## src/rtl/bmp_header_parser.sv

```systemverilog
// Byte-serial BMP header reader: fetches the 54-byte file/info header from image memory,
// validates it and publishes the image geometry used by the downstream crop datapath.
module bmp_header_parser #(
    parameter int unsigned        ADDR_W    = 16,
    parameter logic [ADDR_W-1:0]  BASE_ADDR = '0,
    parameter int unsigned        REQ_BPP   = 24
) (
    input  logic              CLOCK_50,
    input  logic              rst_n,
    input  logic              start,
    output logic              rd_en,
    output logic [ADDR_W-1:0] rd_addr,
    input  logic [7:0]        rd_data,
    output logic              busy,
    output logic              done,
    output logic [2:0]        err_code,
    output logic [15:0]       img_width,
    output logic [15:0]       img_height,
    output logic              top_down,
    output logic [31:0]       pix_offset,
    output logic [17:0]       row_stride,
    output logic [31:0]       pix_bytes
);

    typedef enum logic [1:0] {IDLE, READ, DRAIN, CALC} state_t;

    state_t      state;
    logic [5:0]  rd_cnt;
    logic        vld_p0;
    logic [5:0]  idx_p0;
    logic [7:0]  hdr [0:53];

    logic [31:0]        bf_off;
    logic [31:0]        bi_width;
    logic signed [31:0] bi_height;
    logic [15:0]        bi_bpp;
    logic [31:0]        bi_comp;
    logic [15:0]        height_mag;
    logic [17:0]        stride_calc;

    function automatic logic [15:0] abs_trunc(input logic signed [31:0] v);
        logic [15:0] lo;
        lo = v[15:0];
        return v[31] ? (16'd0 - lo) : lo;
    endfunction

    function automatic logic [17:0] calc_stride(input logic [15:0] w);
        return (18'(w) * 18'd3 + 18'd3) & ~18'd3;
    endfunction

    // Only the low 32 bits of the 18x16 product are kept, so a 32-bit multiply suffices.
    function automatic logic [31:0] calc_pix(input logic [17:0] s, input logic [15:0] h);
        return 32'(s) * 32'(h);
    endfunction

    function automatic logic [2:0] check_hdr(input logic [7:0] sig0, input logic [7:0] sig1,
                                             input logic [15:0] bpp, input logic [31:0] comp,
                                             input logic [31:0] w, input logic signed [31:0] h,
                                             input logic [31:0] off);
        if (sig0 != 8'h42 || sig1 != 8'h4D)          return 3'd1;
        if (bpp != 16'(REQ_BPP))                     return 3'd2;
        if (comp != 32'd0)                           return 3'd3;
        if (w == 32'd0 || w[31:16] != 16'd0 || h == 32'sd0) return 3'd4;
        if (off < 32'd54)                            return 3'd5;
        return 3'd0;
    endfunction

    assign bf_off      = {hdr[13], hdr[12], hdr[11], hdr[10]};
    assign bi_width    = {hdr[21], hdr[20], hdr[19], hdr[18]};
    assign bi_height   = {hdr[25], hdr[24], hdr[23], hdr[22]};
    assign bi_bpp      = {hdr[29], hdr[28]};
    assign bi_comp     = {hdr[33], hdr[32], hdr[31], hdr[30]};
    assign height_mag  = abs_trunc(bi_height);
    assign stride_calc = calc_stride(bi_width[15:0]);

    // Stage p0 -> capture: memory answers one cycle after the strobe.
    always_ff @(posedge CLOCK_50) begin
        if (vld_p0) begin
            hdr[idx_p0] <= rd_data;
        end
    end

    always_ff @(posedge CLOCK_50 or negedge rst_n) begin
        if (!rst_n) begin
            state      <= IDLE;
            rd_en      <= 1'b0;
            rd_addr    <= BASE_ADDR;
            rd_cnt     <= 6'd0;
            vld_p0     <= 1'b0;
            idx_p0     <= 6'd0;
            busy       <= 1'b0;
            done       <= 1'b0;
            err_code   <= 3'd0;
            img_width  <= 16'd0;
            img_height <= 16'd0;
            top_down   <= 1'b0;
            pix_offset <= 32'd0;
            row_stride <= 18'd0;
            pix_bytes  <= 32'd0;
        end else begin
            vld_p0 <= rd_en;
            idx_p0 <= rd_cnt;
            case (state)
                IDLE: begin
                    if (start) begin
                        state   <= READ;
                        busy    <= 1'b1;
                        rd_en   <= 1'b1;
                        rd_addr <= BASE_ADDR;
                        rd_cnt  <= 6'd0;
                    end
                end
                READ: begin
                    if (rd_cnt == 6'd53) begin
                        rd_en <= 1'b0;
                        state <= DRAIN;
                    end else begin
                        rd_cnt  <= rd_cnt + 6'd1;
                        rd_addr <= rd_addr + ADDR_W'(1);
                    end
                end
                DRAIN: state <= CALC;
                CALC: begin
                    // CALC spans the result cycle and the done cycle, so a start
                    // coinciding with done is still seen outside IDLE.
                    if (!done) begin
                        done       <= 1'b1;
                        busy       <= 1'b0;
                        err_code   <= check_hdr(hdr[0], hdr[1], bi_bpp, bi_comp,
                                                bi_width, bi_height, bf_off);
                        img_width  <= bi_width[15:0];
                        img_height <= height_mag;
                        top_down   <= bi_height[31];
                        pix_offset <= bf_off;
                        row_stride <= stride_calc;
                        pix_bytes  <= calc_pix(stride_calc, height_mag);
                    end else begin
                        done  <= 1'b0;
                        state <= IDLE;
                    end
                end
                default: state <= IDLE;
            endcase
        end
    end

endmodule

```

## config.mk

```make
export PLATFORM = sky130hd
export DESIGN_NAME = bmp_header_parser
export DESIGN_NICKNAME = d
export VERILOG_FILES = /design/src/rtl/bmp_header_parser.sv
export SDC_FILE = /design/constraint.sdc
export NUM_CORES = 1
export LEC_CHECK = 0
export BUFFER_PORTS_ARGS = -buffer_cell sky130_fd_sc_hd__buf_2
export CAP_MARGIN = 15
export CELL_PAD_IN_SITES_DETAIL_PLACEMENT = 1
export CELL_PAD_IN_SITES_GLOBAL_PLACEMENT = 1
export CORE_ASPECT_RATIO = 0.75
export CORE_UTILIZATION = 44
export DETAILED_ROUTE_END_ITERATION = 8
export MAX_ROUTING_LAYER = met4
export PLACE_DENSITY = 0.87
export SYNTH_ARGS = -nofsm -noshare
export SYNTH_HDL_FRONTEND = slang
export SYNTH_SLANG_ARGS = --single-unit
```

## constraint.sdc

```tcl
create_clock -name CLOCK_50 -period 7.9 [get_ports CLOCK_50]
set_clock_uncertainty 0.2 [all_clocks]
set_input_delay 2.37 -clock CLOCK_50 [delete_from_list [all_inputs] [get_ports CLOCK_50]]
set_output_delay 2.37 -clock CLOCK_50 [all_outputs]
set_load 0.005 [all_outputs]
```

**After elaboration in Yosys (flattened, before gate mapping)**

Memory sizes are Yosys's and may differ from the RTL's.
Index checks and enable logic that the tools add are counted.

- Flip-flop bits (word level): 148
- Bits in writable memories: 432
- Input port bits: 11
- Output and inout bits: 137
- Memories: 1

- Add/subtract/negate cells: 4
- Multipliers: 2
- Order comparisons: 1
- Eq/ne operators: 12
- Multiplexer cells: 56
- Bitwise operators: 1
- Reduce and logical (&&, ||, !) cells: 15

Memories:

| memory | depth | bits a word | rd ports | clocked after memory_dff | wr ports | line | RTL |
|---|---|---|---|---|---|---|---|
| hdr | 54 | 8 | 20 | 0 | 1 | 31 | `logic [7:0] hdr [0:53];` |

Operators with widths:

| operator | number |
|---|---|
| logical NOT 32 bit | 2 |
| 2-to-1 mux 16 bit | 3 |
| 2-to-1 mux 3 bit | 12 |
| less-than comparator 32 x 6 -> 1 bit (second input constant) | 1 |
| one-hot mux 16 bit (2 select lines) | 1 |
| nonzero test 32 bit | 1 |
| 2-to-1 mux 1 bit | 31 |
| multiplier 16 x 16 -> 30 bit | 1 |
| adder 18 x 2 -> 18 bit (second input constant) | 1 |
| multiplier 16 x 2 -> 18 bit (second input constant) | 1 |
| adder 16 x 1 -> 16 bit (second input constant) | 1 |
| inequality test 16 x 5 -> 1 bit (second input constant) | 1 |
| inequality test 8 x 7 -> 1 bit (second input constant) | 2 |
| nonzero test 16 bit | 1 |
| subtractor 1 x 16 -> 16 bit (first input constant) | 1 |
| 2-to-1 mux 6 bit | 2 |
| one-hot mux 6 bit (2 select lines) | 1 |
| AND reduction 3 bit | 4 |
| inequality test 2 bit (second input constant) | 5 |
| one-hot mux 2 bit (4 select lines) | 1 |
| adder 6 x 1 -> 6 bit (second input constant) | 1 |
| == test 6 bit (second input constant) | 1 |
| 2-to-1 mux 2 bit | 3 |
| == test 2 bit (second input constant) | 2 |
| 7 further kinds | 11 |

**Longest topological paths before layout**

Gate-level depths: netlist of run 1.
An unclocked memory read counts as a cell.

- Word-level depth: 29
- Depth in mapped cells: 33
- Mapped depth without buffers: 32

**Worst setup path after synthesis of run 1**

Ideal clock, no wire load.

- Path kind: reg2reg
- Start: memory hdr[18][4]
- End: register pix_bytes[30]
- Setup time: 0.069 ns
- Arrival time: 7.926 ns
- Data required time: 7.631 ns
- Slack: -0.295 ns
- Stages on the path, launching flop included: 32
- Buffers on the path: 2
- Cells stage by stage: edfxtp_1 inv_1 ha_1 ha_1 buf_2 a21oi_1 o211ai_2 a31oi_1 o21bai_1 a21oi_1 o2111ai_1 o311ai_1 buf_4 nand2_1 fa_1 fa_1 fa_1 inv_1 fa_1 fa_1 inv_1 fa_1 inv_1 ha_1 and3_1 a221o_1 a21oi_1 o31ai_1 a211oi_1 o21ai_0 or3_1 nand3_1

RTL lines:

| item | line | RTL |
|---|---|---|
| start, declared | 31 |  |
| end signal, assigned | 136 | `pix_bytes <= calc_pix(stride_calc, height_mag);` |
| end, declared | 22 | `output logic [31:0] pix_bytes` |

==> metrics.txt, run 1 <==
Critical Path Source hdr[18][5]; worst skew pair latency 0.63 ns; global-route wire length before repair 109 mm; RSZ-0062 raised after global routing true; Die Wd 252 µm; Logic pwr share 0.012; CTS buffer count 31; worst hold-check path type register to register; WL final 74.5 mm; peak supply drop 0.137 mV; failing checks negative setup slack; core area 46100 µm²; Reg power frac 0.508; WP data arrival 8.75 ns; PwrDens 129 nW/µm²; clk sink count 308; total grt overflow 0; chip height 190 µm; CP max stage delay 0.58 ns; slack of the critical path -0.574 ns; WS Path Type register to register; vias per cell 5.57; Avg Cell Area, Syn 10.4 µm²; Net Switching 0.748 mW; Root Driver clkbuf_16; Buffers on Ports 143; starting density of the core 0.447; critical path launch point type register; Post-synth top flop edfxtp_1; placed instance count 2894; DRC viols 0; H-tree Lvls 1; Final ANT Viol Nets 0; Hold WS 0.244 ns; r2r startpoint hdr[18][5]; Reg clk slew, reported paths 0.07 ns; Required @ worst endpoint 8.17 ns; Bufs and invs on worst path 6; Slew Viols, Final 0; All-Layer GR Usage 0.310; Layout Nets 2697; final instance area 25800 µm²; wire per inst 24.8 µm; # hold bufs at CTS 0; worst slew pin tran 1.19 ns; post-DP HPWL 49.7 mm; drt pass-1 iters 5; FP Rows 68; 1st-iter DRT viols 1336; hold path start rd_cnt[1]; largest net degree at the start of global routing 86; Yosys warnings 0; fin crit share 1.07; Worst setup EP type register; Ports 148; Slew HR 0.207; Peak Freq 0.118 GHz; Cell variety after synth 72; synthesized area 20600 µm²; diode count 0; Max-Cap Viols 0; Tot Pwr 3.33 mW; antenna violations before repair 0; leakage power 12.2 nW; cells after synthesis 1985; number of synthesized register bits 308; CP delay by family, top adder cells; TritonCTS clock tree done; Clk pwr share 0.480; CP max stage cell fa_1; Sw Share 0.225; die area 47800 µm²; sequential area share after synthesis 0.412; layout cells sized above 1 0.257; Layout area overhead 25.3%; final setup violation count 15; crit-path max FO 5; Post-synth EDFFs 160; Layout Cells excl Fill 3011; maximum clock path buffer count 3; Post-DP Area 23400 µm²; outcome complete, but fails checks; DR vias 16800; Hold Vio Cnt, Final 0; placer congestion estimate 0.961; share of flip-flops with an asynchronous set or reset 0.481; Tmin final 8.47 ns; Int Power 2.58 mW; vias in the first global route 18400
## cells in the final DEF, fill, tap and decap left out, types with 19 or more instances in the layout
cell / instances
nand3_1: 20
xor2_1: 40
edfxtp_1: 160
nor4_1: 27
o21ai_0: 76
dfrtp_1: 148
a21oi_1: 19
buf_4: 236
inv_2: 39
ha_4: 27
inv_1: 244
nand2b_1: 21
clkbuf_16: 31
xnor2_1: 39
nor2_1: 162
ha_1: 104
fa_1: 185
nand2_1: 350
buf_2: 144
## path summary, 6_finish.rpt
check                                 to  slack, ns  cells after the start
max in group asynchronous         vld_p0       4.93                      2
hold reg to reg                idx_p0[1]       0.24                      0
setup reg to reg           pix_bytes[31]      -0.57                     31
setup / recovery           pix_bytes[31]      -0.57                     31
min in group asynchronous  row_stride[8]       1.39                      1
hold / removal                 idx_p0[1]       0.24                      0
## final cells by class
class / instances / area [µm²]
inverters: 283 / 1060
repair buffers: 398 / 2710
clock buffers: 41 / 843
multi-input cells: 1334 / 11700
flip-flops and latches: 308 / 8510
clock inverters: 17 / 206
well taps: 630 / 788
fillers: 5052 / 20300
## repair_timing
| item | CTS | global route |
|---|---|---|
| resized for setup | 92 | 117 |
| setup buffers | 26 | 31 |
| pin swaps | 36 | 91 |
| endpoints found under the setup margin | 15 | 18 |
## per-layer routing
layer,track usage,vias up,part of all wire
li1,-,7144,-
met1,0.381,8503,0.39
met2,0.506,834,0.48
met3,0.0613,284,0.080
met4,0.125,0,0.055
met5,-,-,0
## worst reg2reg max path: cells and delay by family (launching register included)
kind | cells | cell delay [ns]
AOI/OAI and AO/OA | 9 | 1.68
xor gates and xnor gates | 1 | 0.30
adders and majority gates | 9 | 4.13
buffers and inverters | 6 | 0.65
DFF | 1 | 0.43
and+or+nand+nor | 6 | 0.94
## flip-flops by register name, summed over array words and instances, names as in the netlist
name,flops
busy,1
done,1
err_code,3
hdr,160
idx_p0,6
img_height,16
img_width,16
pix_bytes,30
pix_offset,32
rd_addr,16
rd_cnt,6
rd_en,1
row_stride,16
state,2
top_down,1
vld_p0,1
## cell families (layout without fill, tap and decap cells)
| group | Yosys count | count (layout) | synth area share |
|---|---|---|---|
| other cells | 1 | 4 | 0.000182 |
| simple gates | 697 | 697 | 0.148 |
| compound gates | 205 | 205 | 0.0617 |
| mux | 7 | 7 | 0.00346 |
| fa+ha+maj | 330 | 330 | 0.270 |
| xor+xnor | 91 | 91 | 0.0390 |
| buf+inv | 346 | 739 | 0.0646 |
| flops | 308 | 308 | 0.412 |
## per-stage QoR
step	setup slack, ns	TNS, ns	util
floorplan	0.0199	0	-
global placement	-0.274	-1.99	0.508
detailed placement	-0.565	-5.97	0.508
CTS	-0.208	-1.26	0.545
global route	-0.743	-9.22	0.560
finish	-0.574	-6.10	0.560
## power by group through the flow
stage	combinational, mW	sequential (mW)	clock (mW)
5_1_grt	0.0433	1.69	1.66
2_1_floorplan	0.00269	1.72	0
3_5_place_dp	0.0392	1.72	0
3_3_place_gp	0.0371	1.72	0
4_1_cts	0.0395	1.69	1.58
6_report	0.0400	1.69	1.60
## cell usage after synthesis, drive strengths merged, types with 7 or more instances
cell | count | area [µm²]
buf | 14 | 86.3
nor3 | 18 | 90.1
a21oi | 34 | 170
dfrtp | 148 | 3700
nor2b | 16 | 100
nand2b | 23 | 144
o21ai | 96 | 484
nor2 | 166 | 623
xnor2 | 49 | 429
nand3 | 24 | 120
or3 | 7 | 43.8
a21o | 12 | 90.1
edfxtp | 160 | 4800
clkbuf | 49 | 184
nand2 | 358 | 1340
ha | 137 | 1710
and2 | 10 | 62.6
nand4 | 15 | 93.8
inv | 283 | 1060
nor4 | 28 | 190
o21bai | 7 | 52.6
nand3b | 7 | 52.6
xor2 | 42 | 375
fa | 193 | 3860
No activity file was read; power rests on OpenSTA's default activity.
==> inputs of run 2 (changes only) <==
--- a/config.mk
+++ b/config.mk
@@ -5,15 +5,17 @@
 export SDC_FILE = /design/constraint.sdc
 export NUM_CORES = 1
 export LEC_CHECK = 0
+export ABC_AREA = 0
 export BUFFER_PORTS_ARGS = -buffer_cell sky130_fd_sc_hd__buf_2
 export CAP_MARGIN = 15
-export CELL_PAD_IN_SITES_DETAIL_PLACEMENT = 1
+export CELL_PAD_IN_SITES_DETAIL_PLACEMENT = 0
 export CELL_PAD_IN_SITES_GLOBAL_PLACEMENT = 1
 export CORE_ASPECT_RATIO = 0.75
 export CORE_UTILIZATION = 44
 export DETAILED_ROUTE_END_ITERATION = 8
 export MAX_ROUTING_LAYER = met4
 export PLACE_DENSITY = 0.87
+export SLEW_MARGIN = 20
 export SYNTH_ARGS = -nofsm -noshare
 export SYNTH_HDL_FRONTEND = slang
 export SYNTH_SLANG_ARGS = --single-unit
==> run 2 against run 1 <==
Against the previous run:
- clock power is 14% lower
- flip-flop and latch count stayed put
- cell count is 1.1% lower
- setup slack better by 0.58 ns
- the run now ends clean
- combinational power is 9.0% lower
- sequential power hardly changed
- clock-buffer cell count is 3 higher
- power is 6.9% lower
- global-route usage is 6.8 points lower
- critical path depth is 1 lower
- hold slack worse by 0.0076 ns
- maximum frequency is 7.3% higher
==> metrics.txt, run 2 (synthesis gave the netlist of run 1 again) <==
TritonCTS clock tree done; clk sink count 308 (unchanged); Worst setup EP type register; Max-Cap Viols 0 (unchanged); max reg flops 160 (unchanged); crit-path max FO 4 (-1); wire per inst 18.2 µm (-27%); Root Driver clkbuf_16; Slew HR 0.267 (+0.0601); vias per cell 5.09 (-8.6%); Sw Share 0.214 (-0.0104); WL final 54.1 mm (-27%); RSZ-0062 raised after global routing true; outcome finished clean; CP max stage delay 0.55 ns (-0.03 ns); Layout Utilization 0.548 (-0.0119); Hold Vio Cnt, Final 0 (unchanged); global-route wire length before repair 87.5 mm (-20%); Largest regs hdr: 160 flops, pix_offset: 32 flops, pix_bytes: 30 flops; hold path start rd_cnt[1]; dpl ws -0.399 ns (+0.166 ns); Bufs and invs on worst path 6 (unchanged); Logic pwr share 0.012 (about the same); CP most frequent cell fa_1; layout cells sized above 1 0.230 (-0.0271); worst slew pin tran 1.09 ns (-0.0941 ns); peak supply drop 0.147 mV (+7.2%); final setup violation count 0 (-15); Reg power frac 0.546 (+0.038); Net Switching 0.664 mW (-11%); placer congestion estimate 0.961 (unchanged); Buffers on Ports 143 (unchanged); total grt overflow 0 (unchanged); Biggest register hdr; vias in the first global route 15700 (-15%); leakage power 12.0 nW (-2.1%); Layout Cells excl Fill 2979 (-1.1%); CP delay by family, top adder cells; maximum clock path buffer count 3 (unchanged); DRC viols 0 (unchanged); WS Path Type register to register; WP data arrival 8.12 ns (-0.63 ns); chip height 190 µm (unchanged); r2r startpoint hdr[18][4]; Required @ worst endpoint 8.13 ns (-0.04 ns); CTS buffer count 31 (unchanged); critical path launch point type register; All-Layer GR Usage 0.242 (-0.0682); Final ANT Viol Nets 0 (unchanged); drt pass-1 iters 5 (unchanged); worst hold stages 0 (unchanged); leading cell type in the layout, fill and taps excluded nand2_1; 1st-iter DRT viols 1071 (-20%); post-DP HPWL 41.0 mm (-18%); setup TNS 0 ns (+6.10 ns); Reg2Reg Depth 30 (-3.2%); worst skew pair latency 0.59 ns (-0.04 ns); Int Power 2.43 mW (-5.7%); core area 46100 µm² (unchanged); Slew Viols, Final 0 (unchanged); CP max stage cell fa_2; die area 47800 µm² (unchanged); commonest non-fill, non-tap cells in the layout nand2_1 (353), inv_1 (260), buf_4 (216); Die Wd 252 µm (unchanged); DR vias 15200 (-9.5%); largest net degree at the start of global routing 86 (unchanged); Ports 148 (unchanged); Levels on crit path 30 (-3.2%); placed instance count 2894 (unchanged); Peak Freq 0.127 GHz (+7.3%); PwrDens 123 nW/µm² (-4.9%); # hold bufs at CTS 0 (unchanged); Hold Path Sink idx_p0[1]; starting density of the core 0.447 (unchanged); H-tree Lvls 1 (unchanged); slack of the critical path 0.00364 ns (+0.578 ns); fin crit share 1.00 (-0.0731); Reg clk slew, reported paths 0.07 ns (about the same); Fillers 3983 (-21%); antenna violations before repair 1 (+1); FP Rows 68 (unchanged); worst hold-check path type register to register; Layout area overhead 22.6%; flop2flop setup slack 0.004 ns (+0.58 ns); diode count 0 (unchanged); Layout Nets 2665 (-1.2%); r2r endpoint pix_bytes[26]; Tmin final 7.90 ns (-0.578 ns); Clk pwr share 0.442 (-0.038)
run 2: cell types whose count changed in the layout (fill, tap and decap cells not counted), moves of 4 or more:
cell	before	now
clkinv_2	1	5
inv_2	39	23
clkbuf_1	7	12
nand2_4	5	0
bufinv_16	4	0
ha_1	104	108
inv_1	244	260
buf_6	14	6
buf_4	236	216
run 2: worst max-delay path by stage:
stage | from | to | slack [ns]
finish | hdr[18][4] | pix_bytes[26] | 0.004
detailed placement | hdr[18][4] | pix_bytes[30] | -0.40
global route | hdr[18][4] | pix_bytes[31] | -0.29
CTS | hdr[18][2] | pix_bytes[26] | 0.002
global placement | hdr[19][0] | pix_bytes[30] | -0.27
floorplan | hdr[19][3] | pix_bytes[30] | 0.02
run 2: per-layer routing:
metal | up-vias | global-route usage | part of all wire
met5 | - | - | 0
met4 | 0 | 0.0417 | 0.016
met3 | 52 | 0.0482 | 0.071
met2 | 444 | 0.363 | 0.45
met1 | 7577 | 0.346 | 0.46
li1 | 7092 | - | -
run 2: timing repair:
| item | in CTS | in global routing |
|---|---|---|
| endpoints found under the setup margin | 13 | 14 |
| gates resized for setup | 85 | 61 |
| setup buffers | 15 | 14 |
| endpoints found under the hold margin | 0 | 0 |
| pin swaps | 67 | 75 |
run 2: cell type report:
type	count	area, µm²	area share
repair buffers	366	2440	0.0965
inverters	283	1060	0.0420
clock buffers	44	835	0.0330
clock inverters	14	91.3	0.00361
multi-input cells	1334	11600	0.457
well taps	630	788	0.0312
flip-flops and latches	308	8510	0.336
run 2: stage by stage:
step	area, µm²	hold WS (ns)	power (mW)
3_3_place_gp	23400	0.220	1.76
2_1_floorplan	20700	0.186	1.73
3_5_place_dp	23400	0.224	1.76
4_1_cts	25000	0.241	3.13
6_report	25300	0.236	3.10
5_1_grt	25300	0.256	3.19
run 2: power by group through the flow:
| stage | Sequential (mW) | Combinational (mW) | Clock (mW) |
|---|---|---|---|
| global route | 1.69 | 0.0414 | 1.46 |
| global placement | 1.72 | 0.0371 | 0 |
| finish | 1.69 | 0.0364 | 1.37 |
| detailed placement | 1.72 | 0.0378 | 0 |
| CTS | 1.69 | 0.0384 | 1.40 |
| floorplan | 1.72 | 0.00269 | 0 |
==> inputs of run 3 (changes only) <==
--- a/config.mk
+++ b/config.mk
@@ -14,7 +14,7 @@
 export CORE_UTILIZATION = 44
 export DETAILED_ROUTE_END_ITERATION = 8
 export MAX_ROUTING_LAYER = met4
-export PLACE_DENSITY = 0.87
+export PLACE_DENSITY_LB_ADDON = 0.1
 export SLEW_MARGIN = 20
 export SYNTH_ARGS = -nofsm -noshare
 export SYNTH_HDL_FRONTEND = slang
==> run 3 against run 2 <==
Against the previous run:
- the run now ends with negative setup slack left
- non-clock buffer count is 18 higher
- setup slack worse by 0.12 ns
- combinational power is 4% higher
- flip-flop and latch count stayed put
- cell area is 2.2% higher
- clock power is 20% higher
- register-to-register slack worse by 0.12 ns
- cell count is 0.74% higher
- largest power group unchanged
- power is 9.1% higher
==> metrics.txt, run 3 (synthesis gave the netlist of run 1 again) <==
outcome complete, but fails checks; failing checks negative setup slack; worst slew pin tran 1.10 ns (+0.0126 ns); Layout Utilization 0.561 (+0.0123); leakage power 12.2 nW (+2.2%); antenna violations before repair 0 (-1); slack of the critical path -0.116 ns (-0.120 ns); CP max stage delay 0.56 ns (about the same); met2 wire len 23.0 mm (-5.3%); max reg flops 160 (unchanged); worst hold-check path type register to register; Largest regs hdr: 160 flops, pix_offset: 32 flops, pix_bytes: 30 flops; final setup violation count 7 (+7); Reg clk slew, reported paths 0.07 ns (about the same); peak supply drop 0.136 mV (-7.2%); vias in the first global route 15500 (-1.3%); wl on met1 27.2 mm (+8.7%); Required @ worst endpoint 8.10 ns (-0.03 ns); starting density of the core 0.447 (unchanged); hold path start rd_cnt[1]; Hold Vio Cnt, Final 0 (unchanged); Die Wd 252 µm (unchanged); Layout area overhead 25.3%; Max-Cap Viols 0 (unchanged); wire per inst 18.3 µm (+1.1%); Layout Nets 2686 (+0.79%); die area 47800 µm² (unchanged); All-Layer GR Usage 0.248 (+0.00589); Reg2Reg Depth 35 (+17%); Critical Path Source hdr[18][5]; Worst setup EP type register; clk sink count 308 (unchanged); Final ANT Viol Nets 0 (unchanged); global-route wire length before repair 88.1 mm (+0.74%); FP Rows 68 (unchanged); RSZ-0062 raised after global routing true; maximum clock path buffer count 3 (unchanged); H-tree Lvls 2 (+1); placer congestion estimate 0.948 (-1.3%); routed wl met3 3.69 mm (-4.6%); commonest non-fill, non-tap cells in the layout nand2_1 (352), inv_1 (265), buf_4 (222); CP most frequent cell fa_1; dpl ws -0.576 ns (-0.177 ns); largest net degree at the start of global routing 86 (unchanged); Root Driver clkbuf_16; leading cell type in the layout, fill and taps excluded nand2_1; Layout Cells excl Fill 3001 (+0.74%); Tmin final 8.02 ns (+0.120 ns); post-DP HPWL 41.3 mm (+0.64%); vias per cell 5.05 (-0.75%); Slew HR 0.258 (-0.00844); final instance area 25900 µm² (+2.2%); WP data arrival 8.22 ns (+0.10 ns); Max Used Layer met4; PwrDens 131 nW/µm² (+6.7%); fin crit share 1.01 (+0.0152); CTS buffer count 34 (+9.7%); TritonCTS clock tree done; WL final 55.1 mm (+1.8%); WS Path Type register to register; DR vias 15200 (-0.013%); r2r startpoint hdr[18][5]; 1st-iter DRT viols 1090 (+1.8%); Biggest register hdr; Slew Viols, Final 0 (unchanged); worst hold stages 0 (unchanged); setup TNS -0.444 ns (-0.444 ns); Ports 148 (unchanged); total grt overflow 0 (unchanged); drt pass-1 iters 6 (+1); worst skew pair latency 0.55 ns (-0.04 ns); critical path launch point type register; Post-DP Area 23500 µm² (+0.17%); DRC viols 0 (unchanged); layout cells sized above 1 0.243 (+0.0132); crit-path max FO 5 (+1); CP max stage cell fa_2; placed instance count 2896 (+0.069%); chip height 190 µm (unchanged); core area 46100 µm² (unchanged); Buffers on Ports 143 (unchanged); Peak Freq 0.125 GHz (-1.5%)
## run 3: cell type report
cell class                 instances  area, µm²
clock buffer                      43        978
sequential                       308       8510
tap                              630        788
antenna                            1       2.50
timing repair buffer             384       2640
inverter                         283       1060
multi-input combinational       1334      11700
fill                            4117      20300
clock inverter                    18        199
## run 3: through the flow
step	total power [mW]	hold slack, ns
6_report	3.38	0.230
5_1_grt	3.49	0.253
4_1_cts	3.43	0.234
3_5_place_dp	1.76	0.216
3_3_place_gp	1.76	0.213
2_1_floorplan	1.73	0.186
## run 3: critical path, delay by kind of cell (launching register included)
kind,cells,cell delay [ns]
AO/OA/AOI/OAI,13,1.97
XOR/XNOR,1,0.22
adder cells (fa/ha/maj),9,3.72
buffers and inverters,10,1.10
flip-flops,1,0.45
AND/OR/NAND/NOR,2,0.19
## run 3: layer usage
metal,GRT usage,up-vias
met5,-,-
met4,0.0601,0
met3,0.0529,65
met2,0.342,402
met1,0.371,7563
li1,-,7133
## run 3: worst paths after layout
path	to	slack (ns)
min reg2reg	idx_p0[1]	0.23
max	pix_bytes[29]	-0.12
max in group asynchronous	rd_addr[2]	4.90
min	idx_p0[1]	0.23
min in group asynchronous	pix_offset[2]	1.45
max reg2reg	pix_bytes[29]	-0.12
## run 3: power by group
part / total, mW / switching (mW) / internal [mW]
sequential: 1.69 / 0 / 1.69
clock: 1.65 / 0.692 / 0.960
combinational: 0.0378 / 0.0345 / 0.00324
total: 3.38 / 0.727 / 2.65
## run 3: timing repair
item / 4_1_cts / 5_1_grt
endpoints found under the setup margin: 15 / 16
cloned: 0 / 0
pin swaps: 61 / 87
hold buffers: 0 / 0
gates resized for setup: 76 / 98
setup buffers: 21 / 23
